[src/rtl/ifu_pkg.sv]
// rtl/ifu_pkg.sv - shared constants, types and count decode for the IFU fetch packer
package ifu_pkg;

    localparam int IFU_FETCH_SLOTS = 8;
    localparam int IFU_INST_W      = 32;
    localparam int IFU_FQ_DEPTH    = 32;
    localparam int IFU_FQ_CNT_W    = $clog2(IFU_FQ_DEPTH + 1);

    typedef logic [IFU_INST_W-1:0]   ifu_inst_t;
    typedef logic [2:0]              ifu_slot_idx_t;
    typedef logic [IFU_FQ_CNT_W-1:0] ifu_fq_cnt_t;

    // One-hot of (cnt-1): bit k set means k+1 instructions; zero for cnt 0 or out of range
    function automatic logic [IFU_FETCH_SLOTS-1:0] ifu_cnt_onehot(input logic [3:0] cnt);
        logic [IFU_FETCH_SLOTS-1:0] oh;
        oh = '0;
        if ((cnt != 4'd0) && (cnt <= 4'd8)) begin
            oh[3'(cnt - 4'd1)] = 1'b1;
        end
        return oh;
    endfunction

endpackage

[src/rtl/ifu_fetch_compact.sv]
// rtl/ifu_fetch_compact.sv - combinational live-slot count and lane compaction of one fetch line
module ifu_fetch_compact
    import ifu_pkg::*;
(
    input  logic [IFU_FETCH_SLOTS*IFU_INST_W-1:0] line_data,
    input  ifu_slot_idx_t                         start_slot,
    input  logic                                  br_taken,
    input  ifu_slot_idx_t                         br_slot,
    output logic [IFU_FETCH_SLOTS*IFU_INST_W-1:0] lane_data,
    output logic [3:0]                            count,
    output logic                                  br_illegal
);

    ifu_slot_idx_t end_slot;
    logic [3:0]    src;

    // A taken branch below the start slot cannot be real; it is treated as not taken
    assign br_illegal = br_taken && (br_slot < start_slot);

    // Pick the last live slot, count live slots, shift them down to lane 0 with no wrap
    always_comb begin
        end_slot = 3'd7;
        if (br_taken && (br_slot >= start_slot)) begin
            end_slot = br_slot;
        end
        count     = {1'b0, end_slot} - {1'b0, start_slot} + 4'd1;
        lane_data = '0;
        src       = '0;
        for (int i = 0; i < IFU_FETCH_SLOTS; i++) begin
            src = {1'b0, start_slot} + 4'(i);
            if (4'(i) < count) begin
                lane_data[i*IFU_INST_W +: IFU_INST_W] = line_data[src[2:0]*IFU_INST_W +: IFU_INST_W];
            end
        end
    end

endmodule

[src/rtl/ifu_fetch_packer.sv]
// rtl/ifu_fetch_packer.sv - fetch line packer feeding the fetch queue; IFU_FETCH_PACKER_PERF_EN adds perf counters
module ifu_fetch_packer
    import ifu_pkg::*;
(
    input  logic                                  clk,
    input  logic                                  rst_n,
    input  logic                                  flush,
    input  logic                                  line_valid,
    output logic                                  line_ready,
    input  logic [IFU_FETCH_SLOTS*IFU_INST_W-1:0] line_data,
    input  ifu_slot_idx_t                         line_start_slot,
    input  logic                                  line_br_taken,
    input  ifu_slot_idx_t                         line_br_slot,
    input  ifu_fq_cnt_t                           fq_free_cnt,
    output logic [IFU_FETCH_SLOTS-1:0]            fq_inst_valid_num_dcd,
    output logic [IFU_FETCH_SLOTS-1:0]            fq_inst_valid,
    output logic [IFU_FETCH_SLOTS*IFU_INST_W-1:0] fq_inst,
`ifdef IFU_FETCH_PACKER_PERF_EN
    output logic [31:0]                           perf_stall_cnt,
    output logic [31:0]                           perf_inst_cnt,
`endif
    output logic [3:0]                            fq_push_num
);

    typedef enum logic {
        ST_EMPTY = 1'b0,
        ST_FULL  = 1'b1
    } pack_state_t;

    pack_state_t                           state_q;
    pack_state_t                           state_d;
    logic [3:0]                            held_count;
    logic [IFU_FETCH_SLOTS*IFU_INST_W-1:0] held_data;
    logic [IFU_FETCH_SLOTS*IFU_INST_W-1:0] lane_data;
    logic [3:0]                            lane_count;
    logic                                  br_illegal;
    logic                                  held_valid;
    logic                                  push;
    logic                                  accept;
    logic [8:0]                            valid_mask;

    ifu_fetch_compact u_compact (
        .line_data  (line_data),
        .start_slot (line_start_slot),
        .br_taken   (line_br_taken),
        .br_slot    (line_br_slot),
        .lane_data  (lane_data),
        .count      (lane_count),
        .br_illegal (br_illegal)
    );

    assign held_valid = (state_q == ST_FULL);
    assign valid_mask = (9'd1 << held_count) - 9'd1;

    // Packet is pushed whole or not at all; a new line may replace it in the same cycle
    always_comb begin
        push       = held_valid && !flush && (fq_free_cnt >= {2'b00, held_count});
        line_ready = !flush && (!held_valid || push);
        accept     = line_valid && line_ready;
        state_d    = state_q;
        if (flush) begin
            state_d = ST_EMPTY;
        end else if (accept) begin
            state_d = ST_FULL;
        end else if (push) begin
            state_d = ST_EMPTY;
        end
        fq_inst_valid         = push ? valid_mask[7:0] : '0;
        fq_inst_valid_num_dcd = push ? ifu_cnt_onehot(held_count) : '0;
        fq_push_num           = push ? held_count : 4'd0;
        fq_inst               = held_data;
    end

    // Output register stage: state, count and compacted lanes load on accept
    always_ff @(posedge clk or negedge rst_n) begin
        if (!rst_n) begin
            state_q    <= ST_EMPTY;
            held_count <= 4'd0;
            held_data  <= '0;
        end else begin
            state_q <= state_d;
            if (accept) begin
                held_count <= lane_count;
                held_data  <= lane_data;
            end
        end
    end

    // Illegal branch slot should never be presented by the predictor
    assert property (@(posedge clk) disable iff (!rst_n) !(line_valid && br_illegal))
        else $warning("illegal taken-branch slot below start slot, treated as not taken");

`ifdef IFU_FETCH_PACKER_PERF_EN
    logic [32:0] inst_sum;
    assign inst_sum = {1'b0, perf_inst_cnt} + {29'd0, fq_push_num};

    // Saturating stall-cycle and pushed-instruction counters
    always_ff @(posedge clk or negedge rst_n) begin
        if (!rst_n) begin
            perf_stall_cnt <= '0;
            perf_inst_cnt  <= '0;
        end else begin
            if (held_valid && !push && !flush && (perf_stall_cnt != '1)) begin
                perf_stall_cnt <= perf_stall_cnt + 32'd1;
            end
            perf_inst_cnt <= inst_sum[32] ? '1 : inst_sum[31:0];
        end
    end
`endif

endmodule

[config.mk]
export PLATFORM = sky130hd
export DESIGN_NAME = ifu_fetch_packer
export DESIGN_NICKNAME = d
export VERILOG_FILES = /design/src/rtl/ifu_pkg.sv /design/src/rtl/ifu_fetch_compact.sv /design/src/rtl/ifu_fetch_packer.sv
export SDC_FILE = /design/constraint.sdc
export NUM_CORES = 1
export LEC_CHECK = 0
export CAP_MARGIN = 20
export CORE_AREA = 2 2 221 223
export CTS_CLUSTER_SIZE = 16
export DETAILED_ROUTE_END_ITERATION = 8
export DIE_AREA = 0 0 223 225
export PLACE_DENSITY = 0.8
export SETUP_SLACK_MARGIN = 0.3
export SLEW_MARGIN = 20
export SYNTH_ARGS = -nofsm -noshare
export SYNTH_HDL_FRONTEND = slang
export SYNTH_SLANG_ARGS = --single-unit
[constraint.sdc]
create_clock -name clk -period 2.6 [get_ports clk]
set_clock_uncertainty 0.15 [all_clocks]
set_input_delay 0.65 -clock clk [delete_from_list [all_inputs] [get_ports clk]]
set_output_delay 0.65 -clock clk [all_outputs]
set_load 0.01 [all_outputs]
==> impl_metrics.json <==
{
  "die-area_mm2": 0.0502,
  "worst_pin_slew_ns": 1.14,
  "cts_root_buf": "clkbuf_16",
  "yosysTopAreaCellShare_pct": 29.9,
  "synthCells": 1558,
  "ys_seq_area_share_pct": 29.9,
  "pre_cts_ws_ns": -1.73,
  "drv_slew": 0,
  "fin_crit_sh_pct": 136,
  "grt_pass1_vias": 21300,
  "ys_top_cells_by_count": "mux4_2, dfrtp_1, mux2i_1",
  "grt_pass1_wl_um": 143000,
  "die_x_um": 223,
  "dp_hpwl_um": 62800,
  "final.setup.tns_ns": -219.29,
  "nFillCells": 2827,
  "path_cells": "buf_8 > inv_6 > ha_4 > nand2b_4 > a21oi_2 > nor2b_1 > o21ai_1 > nor2_1 > ha_1 > inv_2 > ha_4 > fa_2 > xor2_4 > buf_6 > buf_6 > nand2b_4 > buf_6 > buf_4 > buf_6 > nand3_4 > buf_12 > o2bb2ai_1",
  "yosys_warnings": 0,
  "dp.cells": 2744,
  "path_class": "input pin to register",
  "cp-end-kind": "register",
  "path_delay_family": "buffers and inverters",
  "synth_flop_cell": "dfrtp_1",
  "post-route-util_pct": 73.6,
  "slew_headroom_pct": 23.9,
  "power_leakage_nw": 14.9,
  "setup_viol": 282,
  "cp_common_cell": "buf_6",
  "stdcell_count": 2917,
  "vias": 20800,
  "startpoint_type": "input pin",
  "initial_utilization_pct": 45.9,
  "power_density_mw_per_mm2": 605,
  "vias_per_cell": 7.11,
  "layout-drive-gt1-share_pct": 46.9,
  "path_clk_slew_ns": 0.06,
  "rsz0062_at_grt": "yes",
  "synth.distinct_cells": 47,
  "ant_nets": 0,
  "layout_min_cycle_time_ns": 3.54,
  "clock.fmax_mhz": 283,
  "min_from": "fq_inst[106]",
  "io_pins": 550,
  "path_buf_inv": 9,
  "ys_ff_latch": 261,
  "clock-sinks": 261,
  "hp-class": "register to register",
  "syn-mean-instance-area_um2": 14.0,
  "status": "complete, but fails checks",
  "cp.required_ns": 2.91,
  "area_growth_pct": 60.4,
  "yosysTopAreaCell": "dfrtp_1",
  "drtIter0Drc": 2476,
  "gp_congestion": 0.951,
  "core_area_mm2": 0.0475,
  "grt_overflow": 0,
  "cts_buffer_depth": 3,
  "drc": 0,
  "slowest_delay_ns": 0.38,
  "drtPass1Iterations": 5,
  "vdd_drop_max_uv": 558,
  "synthArstFlopShare_pct": 100,
  "finalHoldViolations": 0,
  "critical_path.startpoint": "line_br_slot[0]",
  "synth_area_leaders": "dfrtp_1, mux4_2, mux2i_1, o2bb2ai_1, mux2_2",
  "layout.nets": 2565,
  "rows": 80,
  "clk-insertion-delay-late_ns": 0.57,
  "setup_slack_ns": -0.939,
  "synthMostInstantiatedCell": "mux4_2",
  "htree_levels": 1,
  "maxCapViolCount": 0,
  "cts_tree": "yes",
  "syn_nets": 1852,
  "grt_max_degree": 148,
  "antenna_found_initial": 10,
  "drt_wl_total_um": 100000,
  "cts_inserted_buffers": 31,
  "grt_use_total_pct": 38.1,
  "synth-edff-count": 0,
  "crit_fanout": 11,
  "critPathArrivalTime_ns": 3.85,
  "r2r_start": "held_count[0]",
  "syn_area_mm2": 0.0218,
  "numPortBuffers": 549,
  "wire_per_inst_um": 34.4,
  "fp.dieH_um": 225,
  "cp_slowest_cell": "fa_2",
  "violations": "negative setup slack"
}
## placed cells by master (no fill, tap or decap), types with 4 or more instances in the layout
master / synthesis / routed
ha_1: 20 / 4
clkbuf_8: 0 / 8
nand2_2: 0 / 5
diode_2: 0 / 10
clkbuf_1: 51 / 5
a22o_1: 65 / 65
nand2_4: 0 / 4
buf_16: 0 / 23
nor2_4: 0 / 12
buf_12: 1 / 58
o2bb2ai_4: 0 / 74
ha_4: 0 / 15
nor4_4: 0 / 4
mux2_2: 79 / 68
o2bb2ai_1: 192 / 16
nor3_4: 0 / 5
buf_4: 19 / 171
dfrtp_1: 261 / 238
dfrtp_2: 0 / 23
buf_8: 1 / 8
xor2_4: 0 / 4
o2bb2ai_2: 0 / 102
dlymetal6s2s_1: 0 / 88
inv_2: 3 / 5
nor2_1: 17 / 5
buf_2: 80 / 11
mux2_1: 52 / 47
a21oi_4: 0 / 8
clkdlybuf4s50_1: 0 / 430
a22oi_1: 31 / 31
clkbuf_16: 0 / 34
o221ai_1: 31 / 31
nand2_1: 16 / 6
mux4_2: 287 / 287
clkinv_2: 0 / 5
mux2i_1: 226 / 226
mux2_4: 31 / 47
buf_6: 12 / 52
## area by class of cell
type	instances	area (um2)	share of cell area, %
inverter	13	68.8	0.197
antenna	10	25.0	0.0715
multi-input combinational	1112	17100	49.0
timing repair buffer	852	9440	27.0
clock buffer	44	905	2.58
clock inverter	10	91.3	0.261
tap	615	769	2.20
sequential	261	6560	18.7
## state kept, by name, indices dropped and copies added (netlist names)
signal,flops
fq_inst,256
held_valid,1
held_count,4
## metal layers
metal	part of all wire (%)	vias up	global-route usage, %
met5	0.040	-	0
met4	6.8	6	21.5
met1	34	10500	47.4
met2	47	1760	60.6
li1	-	8049	-
met3	12	475	10.3
## timing repair
item,CTS,global route
setup buffers,42,38
cloned,24,3
pin swaps,144,35
resized for setup,323,235
endpoints found under the hold margin,33,0
setup endpoints to repair,522,538
hold buffers,1,0
## where the power goes
part	total [mW]	leakage, nW	switching [mW]	internal, mW
Sequential	6.16	3.29	1.12	5.04
Clock	4.43	0.489	1.92	2.50
Combinational	10.6	11.2	4.65	5.93
Total	21.2	14.9	7.69	13.5
## cells by family after synthesis
kind of cell | share of synthesized area, %
adders and majority gates | 1.24
xor gates and xnor gates | 0.459
DFF | 29.9
buffers and inverters | 4.51
and+or+nand+nor | 1.30
muxes | 48.9
AOI/OAI and AO/OA | 13.7
## path summary, 6_finish.rpt
check                               end  slack (ns)  cells after the start
setup / recovery           fq_inst[124]       -0.94                     22
hold / removal             fq_inst[106]        0.34                      1
setup reg to reg            fq_inst[26]       -0.70                     18
hold reg to reg            fq_inst[106]        0.34                      1
max in group asynchronous  fq_inst[194]        1.23                      3
min in group asynchronous  fq_inst[123]        0.42                      2
## metrics by stage
| stage | total power [mW] | area (um2) | hold slack [ns] |
|---|---|---|---|
| floorplan | 9.96 | 22800 | 0.204 |
| global placement | 14.3 | 30100 | 0.323 |
| detailed placement | 14.5 | 30100 | 0.322 |
| CTS | 20.2 | 33200 | 0.343 |
| global route | 21.8 | 35000 | 0.351 |
| finish | 21.2 | 35000 | 0.343 |
## worst register-to-register path: cells and delay by family (launching register included)
kind	cells	cell delay, ns
adder cells (fa/ha/maj)	1	0.29
flip-flops	1	0.48
buffers and inverters	12	1.48
AO/OA/AOI/OAI	3	0.50
AND/OR/NAND/NOR	2	0.25
(Power assumes the default switching activity.)
